--- src/rtl/mmu_pkg.sv ---
// Shared MMU definitions: page geometry, PTE layout and the TLB controller states.
package mmu_pkg;
    localparam int PAGE_SHIFT      = 12;
    localparam int PTE_PRESENT_BIT = 0;

    typedef logic [63-PAGE_SHIFT:0] vpn_t;
    typedef logic [63-PAGE_SHIFT:0] ppn_t;

    typedef enum logic [1:0] {IDLE, LOOKUP, WALK, RESP} tlb_state_e;
endpackage

--- src/rtl/mmu_tlb_if.sv ---
// TLB bus bundle: CPU request/response plus the walk handshake toward mmu.
interface mmu_tlb_if;
    logic        req_valid;
    logic [63:0] req_vaddr;
    logic        req_ready;
    logic        resp_valid;
    logic [63:0] resp_paddr;
    logic        resp_fault;
    logic        flush;
    logic        walk_req;
    logic [63:0] walk_vaddr;
    logic        walk_done;
    logic [63:0] walk_pte;
    logic        walk_fault;

    // slave = the TLB, master = requester/walker side
    modport slave (
        input  req_valid, req_vaddr, flush, walk_done, walk_pte, walk_fault,
        output req_ready, resp_valid, resp_paddr, resp_fault, walk_req, walk_vaddr
    );
    modport master (
        output req_valid, req_vaddr, flush, walk_done, walk_pte, walk_fault,
        input  req_ready, resp_valid, resp_paddr, resp_fault, walk_req, walk_vaddr
    );
endinterface

--- src/rtl/mmu_tlb_cam.sv ---
// TLB entry store: valid/VPN/PPN arrays, one write port, parallel VPN compare.
module mmu_tlb_cam
    import mmu_pkg::*;
#(
    parameter int ENTRIES = 8
) (
    input  logic                       clk,
    input  logic                       reset,
    input  logic                       flush_i,
    input  logic                       we_i,
    input  logic [$clog2(ENTRIES)-1:0] widx_i,
    input  vpn_t                       wvpn_i,
    input  ppn_t                       wppn_i,
    input  vpn_t                       lvpn_i,
    output logic                       hit_o,
    output ppn_t                       hit_ppn_o
);
    logic [ENTRIES-1:0] valid_q;
    logic [ENTRIES-1:0] match;
    vpn_t               vpn_q [ENTRIES];
    ppn_t               ppn_q [ENTRIES];

    // flush outranks a same-cycle fill, leaving the written slot invalid
    always_ff @(posedge clk) begin
        if (reset || flush_i) valid_q <= '0;
        else if (we_i)        valid_q[widx_i] <= 1'b1;
    end

    always_ff @(posedge clk) begin
        if (we_i) begin
            vpn_q[widx_i] <= wvpn_i;
            ppn_q[widx_i] <= wppn_i;
        end
    end

    for (genvar i = 0; i < ENTRIES; i++) begin : g_cmp
        assign match[i] = valid_q[i] && (vpn_q[i] == lvpn_i);
    end

    // fills only follow misses, so at most one entry matches and OR-ing is exact
    always_comb begin
        hit_ppn_o = '0;
        for (int i = 0; i < ENTRIES; i++)
            if (match[i]) hit_ppn_o = hit_ppn_o | ppn_q[i];
    end

    assign hit_o = |match;
endmodule

--- src/rtl/mmu_tlb.sv ---
// Fully associative TLB in front of mmu: FSM, round-robin victim, walk handshake.
// Optional hit/miss counters are built when MMU_TLB_STATS_EN is defined.
module mmu_tlb
    import mmu_pkg::*;
#(
    parameter int ENTRIES = 8
) (
    input  logic        clk,
    input  logic        reset,
    mmu_tlb_if.slave    bus
`ifdef MMU_TLB_STATS_EN
    ,
    output logic [31:0] stat_hits,
    output logic [31:0] stat_misses
`endif
);
    localparam int IDX_W = $clog2(ENTRIES);

    tlb_state_e       state_q, state_d;
    logic [63:0]      vaddr_q;
    ppn_t             ppn_q;
    logic             fault_q;
    logic [IDX_W-1:0] victim_q;
    logic             resp_valid_q, resp_fault_q, walk_req_q;
    logic [63:0]      resp_paddr_q;
    logic             cam_hit;
    ppn_t             cam_ppn;
    logic             idle_rdy, accept, lookup, walk_fin, walk_bad, fill_we;
    logic             pte_unused;

    assign pte_unused = ^bus.walk_pte[PAGE_SHIFT-1:1];

    mmu_tlb_cam #(.ENTRIES(ENTRIES)) u_cam (
        .clk       (clk),
        .reset     (reset),
        .flush_i   (bus.flush),
        .we_i      (fill_we),
        .widx_i    (victim_q),
        .wvpn_i    (vaddr_q[63:PAGE_SHIFT]),
        .wppn_i    (bus.walk_pte[63:PAGE_SHIFT]),
        .lvpn_i    (vaddr_q[63:PAGE_SHIFT]),
        .hit_o     (cam_hit),
        .hit_ppn_o (cam_ppn)
    );

    always_ff @(posedge clk) begin
        if (reset) state_q <= IDLE;
        else       state_q <= state_d;
    end

    always_comb begin
        state_d = state_q;
        unique case (state_q)
            IDLE:    if (bus.req_valid && idle_rdy) state_d = LOOKUP;
            LOOKUP:  state_d = cam_hit ? RESP : WALK;
            WALK:    if (bus.walk_done) state_d = RESP;
            RESP:    state_d = IDLE;
            default: state_d = IDLE;
        endcase
    end

    // ready stays low through the registered response pulse
    always_comb begin
        idle_rdy = (state_q == IDLE) && !resp_valid_q;
        accept   = idle_rdy && bus.req_valid;
        lookup   = (state_q == LOOKUP);
        walk_fin = (state_q == WALK) && bus.walk_done;
        walk_bad = bus.walk_fault | ~bus.walk_pte[PTE_PRESENT_BIT];
        fill_we  = walk_fin && !walk_bad;
    end

    always_ff @(posedge clk) begin
        if (reset) begin
            vaddr_q      <= '0;
            ppn_q        <= '0;
            fault_q      <= 1'b0;
            victim_q     <= '0;
            resp_valid_q <= 1'b0;
            resp_paddr_q <= '0;
            resp_fault_q <= 1'b0;
            walk_req_q   <= 1'b0;
        end else begin
            if (accept) vaddr_q <= bus.req_vaddr;
            if (lookup && cam_hit) begin
                ppn_q   <= cam_ppn;
                fault_q <= 1'b0;
            end
            if (walk_fin) begin
                ppn_q   <= bus.walk_pte[63:PAGE_SHIFT];
                fault_q <= walk_bad;
            end
            if (fill_we) victim_q <= victim_q + 1'b1;
            walk_req_q   <= (state_q == WALK) && !bus.walk_done;
            resp_valid_q <= (state_q == RESP);
            if (state_q == RESP) begin
                resp_paddr_q <= fault_q ? 64'd0 : {ppn_q, vaddr_q[PAGE_SHIFT-1:0]};
                resp_fault_q <= fault_q;
            end
        end
    end

`ifdef MMU_TLB_STATS_EN
    logic [31:0] hits_q, misses_q;

    always_ff @(posedge clk) begin
        if (reset) begin
            hits_q   <= '0;
            misses_q <= '0;
        end else if (lookup) begin
            if (cam_hit) hits_q   <= hits_q + 32'd1;
            else         misses_q <= misses_q + 32'd1;
        end
    end

    assign stat_hits   = hits_q;
    assign stat_misses = misses_q;
`endif

    assign bus.req_ready  = idle_rdy;
    assign bus.resp_valid = resp_valid_q;
    assign bus.resp_paddr = resp_paddr_q;
    assign bus.resp_fault = resp_fault_q;
    assign bus.walk_req   = walk_req_q;
    assign bus.walk_vaddr = vaddr_q;
endmodule

--- src/flat_wrapper.sv ---
// flat-port wrapper written by rule: the top's interface ports become plain ports
module mmu_tlb_flat import mmu_pkg::*;
#(
    parameter int ENTRIES = 8
)
  (clk, reset, bus_req_valid, bus_req_vaddr, bus_flush, bus_walk_done, bus_walk_pte, bus_walk_fault, bus_req_ready, bus_resp_valid, bus_resp_paddr, bus_resp_fault, bus_walk_req, bus_walk_vaddr);
  mmu_tlb_if bus_i ();
  input  logic clk;
  input  logic reset;
  input wire logic [$bits(bus_i.req_valid)-1:0] bus_req_valid;
  input wire logic [$bits(bus_i.req_vaddr)-1:0] bus_req_vaddr;
  input wire logic [$bits(bus_i.flush)-1:0] bus_flush;
  input wire logic [$bits(bus_i.walk_done)-1:0] bus_walk_done;
  input wire logic [$bits(bus_i.walk_pte)-1:0] bus_walk_pte;
  input wire logic [$bits(bus_i.walk_fault)-1:0] bus_walk_fault;
  output wire logic [$bits(bus_i.req_ready)-1:0] bus_req_ready;
  output wire logic [$bits(bus_i.resp_valid)-1:0] bus_resp_valid;
  output wire logic [$bits(bus_i.resp_paddr)-1:0] bus_resp_paddr;
  output wire logic [$bits(bus_i.resp_fault)-1:0] bus_resp_fault;
  output wire logic [$bits(bus_i.walk_req)-1:0] bus_walk_req;
  output wire logic [$bits(bus_i.walk_vaddr)-1:0] bus_walk_vaddr;
  assign bus_i.req_valid = bus_req_valid;
  assign bus_i.req_vaddr = bus_req_vaddr;
  assign bus_i.flush = bus_flush;
  assign bus_i.walk_done = bus_walk_done;
  assign bus_i.walk_pte = bus_walk_pte;
  assign bus_i.walk_fault = bus_walk_fault;
  assign bus_req_ready = bus_i.req_ready;
  assign bus_resp_valid = bus_i.resp_valid;
  assign bus_resp_paddr = bus_i.resp_paddr;
  assign bus_resp_fault = bus_i.resp_fault;
  assign bus_walk_req = bus_i.walk_req;
  assign bus_walk_vaddr = bus_i.walk_vaddr;
  mmu_tlb #(.ENTRIES(ENTRIES)) u_core (.clk(clk), .reset(reset), .bus(bus_i));
endmodule
--- config.mk ---
export PLATFORM = sky130hd
export DESIGN_NAME = mmu_tlb_flat
export DESIGN_NICKNAME = d
export VERILOG_FILES = /design/src/rtl/mmu_pkg.sv /design/src/rtl/mmu_tlb_if.sv /design/src/rtl/mmu_tlb_cam.sv /design/src/rtl/mmu_tlb.sv /design/src/flat_wrapper.sv
export SDC_FILE = /design/constraint.sdc
export NUM_CORES = 2
export LEC_CHECK = 0
export CAP_MARGIN = 30
export CORE_AREA = 4 4 305 307
export DETAILED_ROUTE_END_ITERATION = 8
export DIE_AREA = 0 0 309 311
export HOLD_SLACK_MARGIN = 0.06
export PLACE_DENSITY_LB_ADDON = 0.08
export SLEW_MARGIN = 20
export SYNTH_ARGS = -nofsm -noshare
export SYNTH_HDL_FRONTEND = slang
export SYNTH_SLANG_ARGS = --single-unit
--- constraint.sdc ---
create_clock -name clk -period 24.8 [get_ports clk]
set_input_delay 2.48 -clock clk [delete_from_list [all_inputs] [get_ports clk]]
set_output_delay 2.48 -clock clk [all_outputs]
set_load 0.05 [all_outputs]
Word-level counts from Yosys, hierarchy flattened
Memories as Yosys holds them, arrays and structs flattened.
Cells that the tools add are included.

operators by class
  bitwise operators = 10
  equal/unequal tests = 13
  reduce and logical (&&, ||, !) cells = 23
  add/sub/neg operators = 1
  magnitude comparators = 2
  muxes and demuxes = 21

operators with widths
  kind                                                                                  count
  52-bit two-way mux                                                                    10
  52-bit equality test                                                                  8
  52-bit OR                                                                             7
  64-bit two-way mux                                                                    1
  1-bit logical AND                                                                     15
  8-bit OR                                                                              1
  2-bit one-hot mux with 4 select lines                                                 1
  8-bit OR reduction                                                                    1
  1-bit two-way mux                                                                     6
  2-bit equality test (second input constant)                                           2
  3-bit by 4-bit < comparator with 1-bit output (second input constant)                 1
  2-bit two-way mux                                                                     2
  3-bit by 1-bit adder with 3-bit output (second input constant)                        1
  1-bit demux with 3-bit select                                                         1
  3-bit by 1-bit greater-or-equal comparator with 1-bit output (second input constant)  1
  1-bit logical NOT                                                                     3
  2-bit by 1-bit equality test with 1-bit output (second input constant)                1
  2-bit logical NOT                                                                     1
  2-bit by 1-bit inequality test with 1-bit output (second input constant)              1
  2-bit inequality test (second input constant)                                         1
  2-bit AND reduction                                                                   1
  2-bit nonzero test                                                                    1
  1-bit logical OR                                                                      1
  1-bit NOT                                                                             1
  1-bit OR                                                                              1

word-level totals
  word-level logic and storage cells = 82
  memory bits (writable) = 832
  memories kept = 2
  flip-flop bits (word level) = 197
  input port bits = 134

memories
  memory              words  bits a word  read ports  clocked after Yosys merged registers in  write ports  line               source
  u_core.u_cam.ppn_q  8      52           8           0                                        1            mmu_tlb_cam.sv:21  ppn_t ppn_q [ENTRIES];
  u_core.u_cam.vpn_q  8      52           8           0                                        1            mmu_tlb_cam.sv:20  vpn_t vpn_q [ENTRIES];

Depth between registers and ports, before layout
An unclocked memory read counts as a cell.

  word-level depth = 20
  depth in mapped cells = 13

Hierarchy
Synthesis repeated with hierarchy kept, for this count alone.

unflattened totals
  cells, all modules = 3128
  area, all modules = 42246.8 µm²

by module, submodules not included
  module       cells an instance  seq. area each (µm²)  area an instance (µm²)  times used
  mmu_tlb_cam  2232               25144.1               34678.3                 1
  mmu_tlb      896                3783.6                7568.5                  1

Worst setup path before layout
OpenSTA, ideal clock, no wires.

  kind = input to register
  start = input bus_walk_done
  end = memory u_core.u_cam.ppn_q[0][0] (netlist name), enable pin
  slack = 13.780 ns
  arrival = 10.323 ns
  data required time = 24.103 ns
  cell stages on the path = 4
  library setup time = 0.697 ns
  path through = nand2_1 -> nor3b_1 -> nand2b_1 -> nor3_1

on the way
  longest elaborated chain between the ends = 4

RTL lines
  element                                  line                source
  start: declaration                       flat_wrapper.sv:13  input wire logic [$bits(bus_i.walk_done)-1:0] bus_walk_done;
  1-bit logical AND                        mmu_tlb.sv:67       walk_fin = (state_q == WALK) && bus.walk_done;
  1-bit logical AND                        mmu_tlb.sv:69       fill_we = walk_fin && !walk_bad;
  1-bit two-way mux                        mmu_tlb_cam.sv:30   if (we_i) begin
  1-bit two-way mux (not written as such)  mmu_tlb_cam.sv:32   ppn_q[widx_i] <= wppn_i;
  end: declaration                         mmu_tlb_cam.sv:21

Every way passes these cells.

Worst setup path in the final report
  start = input bus_walk_done
  end = memory u_core.u_cam.vpn_q[2][40] (netlist name), enable pin

on the way
  longest elaborated chain between the ends = 4

RTL lines
  element                                  line               source
  1-bit logical AND                        mmu_tlb.sv:67
  1-bit logical AND                        mmu_tlb.sv:69
  1-bit two-way mux                        mmu_tlb_cam.sv:30
  1-bit two-way mux (not written as such)  mmu_tlb_cam.sv:31  vpn_q[widx_i] <= wvpn_i;
  end: declaration                         mmu_tlb_cam.sv:20

Every way passes these cells.

==> flow_summary.ini <==
[sta]
worst_pin_slew_ns = 0.975
fmax_mhz = 177
layout_min_cycle_time_ns = 5.66
holdWs_ns = 0.455
hold_viol = 0
relSlewSlack_pct = 35.0
rsz0062_at_grt = no
final-setup-viol-count = 0
finalCritPeriodShare_pct = 22.8
slew_viol_final = 0
setup_tns_ns = 0
skew_ns = 0.0246
setup_ws_ns = 19.14

[detailed_routing]
wl_met2_um = 53500
vias_per_cell = 5.52
wirelength_um = 109000
avgRoutedWirePerCell_um = 26.0
highest_layer = met5
drt_iter0_markers = 1970
final_antenna_net_count = 0
vias = 23100
dr_wl_met3_um = 6870
drc = 0
wl_met1_um = 46300
drt_pass1_iterations = 5

[global_route]
grt_first_pass_wirelength_um = 159000
antenna_found_initial = 13
grt-ovfl-total = 0
grt_max_degree = 82
grt_pass1_vias = 23600
track_usage_pct = 22.4

[synth]
synth.avg_cell_area_um2 = 15.1
yosysUniqueCellTypes = 48
synth-async-reset-ratio_pct = 0
yosysTopAreaCell = edfxtp_1
synth_ff_type = edfxtp_1
yosysMostFrequentCell = edfxtp_1
ys_ff_latch = 1029
yosysSeqAreaShare_pct = 73.5
yosysTopAreaCellShare_pct = 63.5
synthTopCellsByCount = edfxtp_1, xor2_1, dfxtp_1, a22oi_1, xnor2_1
synth_edf_count = 832
syn_nets = 2754
syn_inst = 2614
ys_warn_count = 0
yosys-top-cells-area = edfxtp_1, dfxtp_1, xor2_1, xnor2_1, a22oi_1
netlist_area_um2 = 39400

[layout]
final_layout_size_suffix_gt1_share_pct = 9.35
area_delta_synth_final_pct = 19.8
final_cell_area_um2 = 47200
stdcell_count = 4191
nets = 3050
utilization_pct = 52.4

[placed_design]
dp_cells = 3972
gp_congestion = 0.768
dp_slack_ns = 18.45
io_buffer_count = 254
dp_hpwl_um = 61600
place_area_um2 = 43500

[power_and_ir_drop]
p_leak_nw = 15.5
powerDensity_nw_per_um2 = 88.1
ir_drop_v = 0.0000807
fin_total_pwr_mw = 4.16

[clocking]
clk_latency_ns = 0.66
numCtsBuffers = 108
clkSinkCount = 1029
clk_path_buf_depth = 3
h-tree-depth = 3
ctsResizeCount = 0
clock-root-buffer = clkbuf_16
hold_buffers = 0
cts_setup_buffers = 0
cts.clk_slew.worst_paths_ns = 0.06
cts_tree = yes

[worst_hold_path]
min_path_type = reg2reg
min_to = u_core.bus.walk_vaddr[12]
min_path_cells = 2
holdCritStartpoint = u_core.bus.walk_vaddr[12]

[setup_path]
cp_max_fo = 60
r2r_start = u_core.bus.walk_vaddr[50]
rrSetupSlack_ns = 20.02
rr_endpoint = u_core.ppn_q[24]
ff2ff_path_depth = 12
cp-end-kind = flip-flop
required_ns = 25.08
cp.arrival_ns = 5.94
crit_type = in2reg
startpoint_type = input pin

[die]
die_area_um2 = 96100
initial_core_util_pct = 43.7
core_um2 = 90000
die_h_um = 311
rows = 110
num_io_pins = 266
die_x_um = 309

[run]
max_cap_viol_count = 0

[outcome]
status = completed
==> layout by cell type (no fill, tap or decap), types with 6 or more instances in the layout <==
master           Yosys  routed
xnor2_1            146     146
edfxtp_1           832     832
nand2_1            141     140
nor3_1              10       8
clkbuf_16            0     109
a22oi_1            157     157
clkinvlp_4           0       7
bufinv_16            0       7
dfxtp_1            197     197
nor2b_1             41      40
o21a_1               8       8
o21ai_1             50      50
nand4_1             48      48
clkinv_1             0      20
a21oi_1            137     137
nor2_1              60      52
inv_1               30      30
nor4_1              67      67
clkinv_2             0      22
clkbuf_8             0      13
nor2_4               0       7
diode_2              0       9
o22ai_1              6       6
xor2_1             237     237
buf_4                4      85
nand2b_1            44      44
clkdlybuf4s50_1      0     253
a221oi_1            56      56
a22o_1              54      54
buf_16               0       6
nand3b_1            28      28
and3_1              53      52
clkbuf_1            86      22
==> power by group <==
group / switching, mW / internal, mW / leakage, nW
clock network: 0.670 / 0.923 / 1.73
logic: 0.408 / 0.187 / 4.61
registers: 0.0313 / 1.94 / 9.20
==> per-layer routing <==
layer  track usage [%]  vias to the layer above
li1                  -                    10500
met2              37.7                      694
met3              4.72                      145
met1              29.5                    11800
met5                 0                        -
met4              6.26                       10
==> state kept, by name, summed over array words and instances (netlist names) <==
| name | cells |
|---|---|
| u_core.bus.walk_vaddr | 64 |
| u_core.u_cam.ppn_q | 416 |
| u_core.u_cam.valid_q | 8 |
| u_core.state_q | 2 |
| u_core.u_cam.vpn_q | 416 |
| u_core.bus.resp_valid | 1 |
| u_core.ppn_q | 52 |
| u_core.bus.resp_fault | 1 |
| u_core.bus.resp_paddr | 64 |
| u_core.bus.walk_req | 1 |
| u_core.victim_q | 3 |
| u_core.fault_q | 1 |
==> cell type report <==
class | count | area, um^2
Antenna cell | 9 | 22.5
Clock buffer | 144 | 2990
Clock inverter | 62 | 549
Fill cell | 7453 | 42800
Inverter | 30 | 113
Multi-Input combinational cell | 1395 | 9730
Sequential cell | 1029 | 28900
Tap cell | 1176 | 1470
Timing Repair Buffer | 346 | 3370
==> cell families after synthesis <==
kind of cell | count (synthesis) | synth area share [%]
and+or+nand+nor | 513 | 7.05
xor gates and xnor gates | 383 | 8.52
AOI/OAI and AO/OA | 491 | 8.54
adders and majority gates | 6 | 0.191
buffers and inverters | 190 | 2.14
muxes | 2 | 0.0509
DFF | 1029 | 73.5
==> worst max-delay path, stage by stage <==
cell and delay [ns]:
clkdlybuf4s50_1 0.50, nand2_1 0.14, nor3b_1 0.21, buf_4 0.19
nand2b_1 0.24, nor2_4 0.78, buf_4 0.53, buf_4 0.75
==> worst max-delay path by stage <==
stage | startpoint | endpoint | slack (ns) | depth (start not counted)
2_1_floorplan | bus_walk_done | u_core.u_cam.ppn_q[0][0] | 13.78 | 4
3_3_place_gp | bus_walk_done | u_core.u_cam.vpn_q[4][15] | 18.45 | 8
3_5_place_dp | bus_walk_done | u_core.u_cam.vpn_q[2][40] | 18.45 | 8
4_1_cts | bus_walk_done | u_core.u_cam.vpn_q[2][42] | 19.15 | 8
5_1_grt | bus_walk_done | u_core.u_cam.vpn_q[2][40] | 18.96 | 8
6_report | bus_walk_done | u_core.u_cam.vpn_q[2][40] | 19.14 | 8
Note: power is estimated with default switching activity, not from simulation.
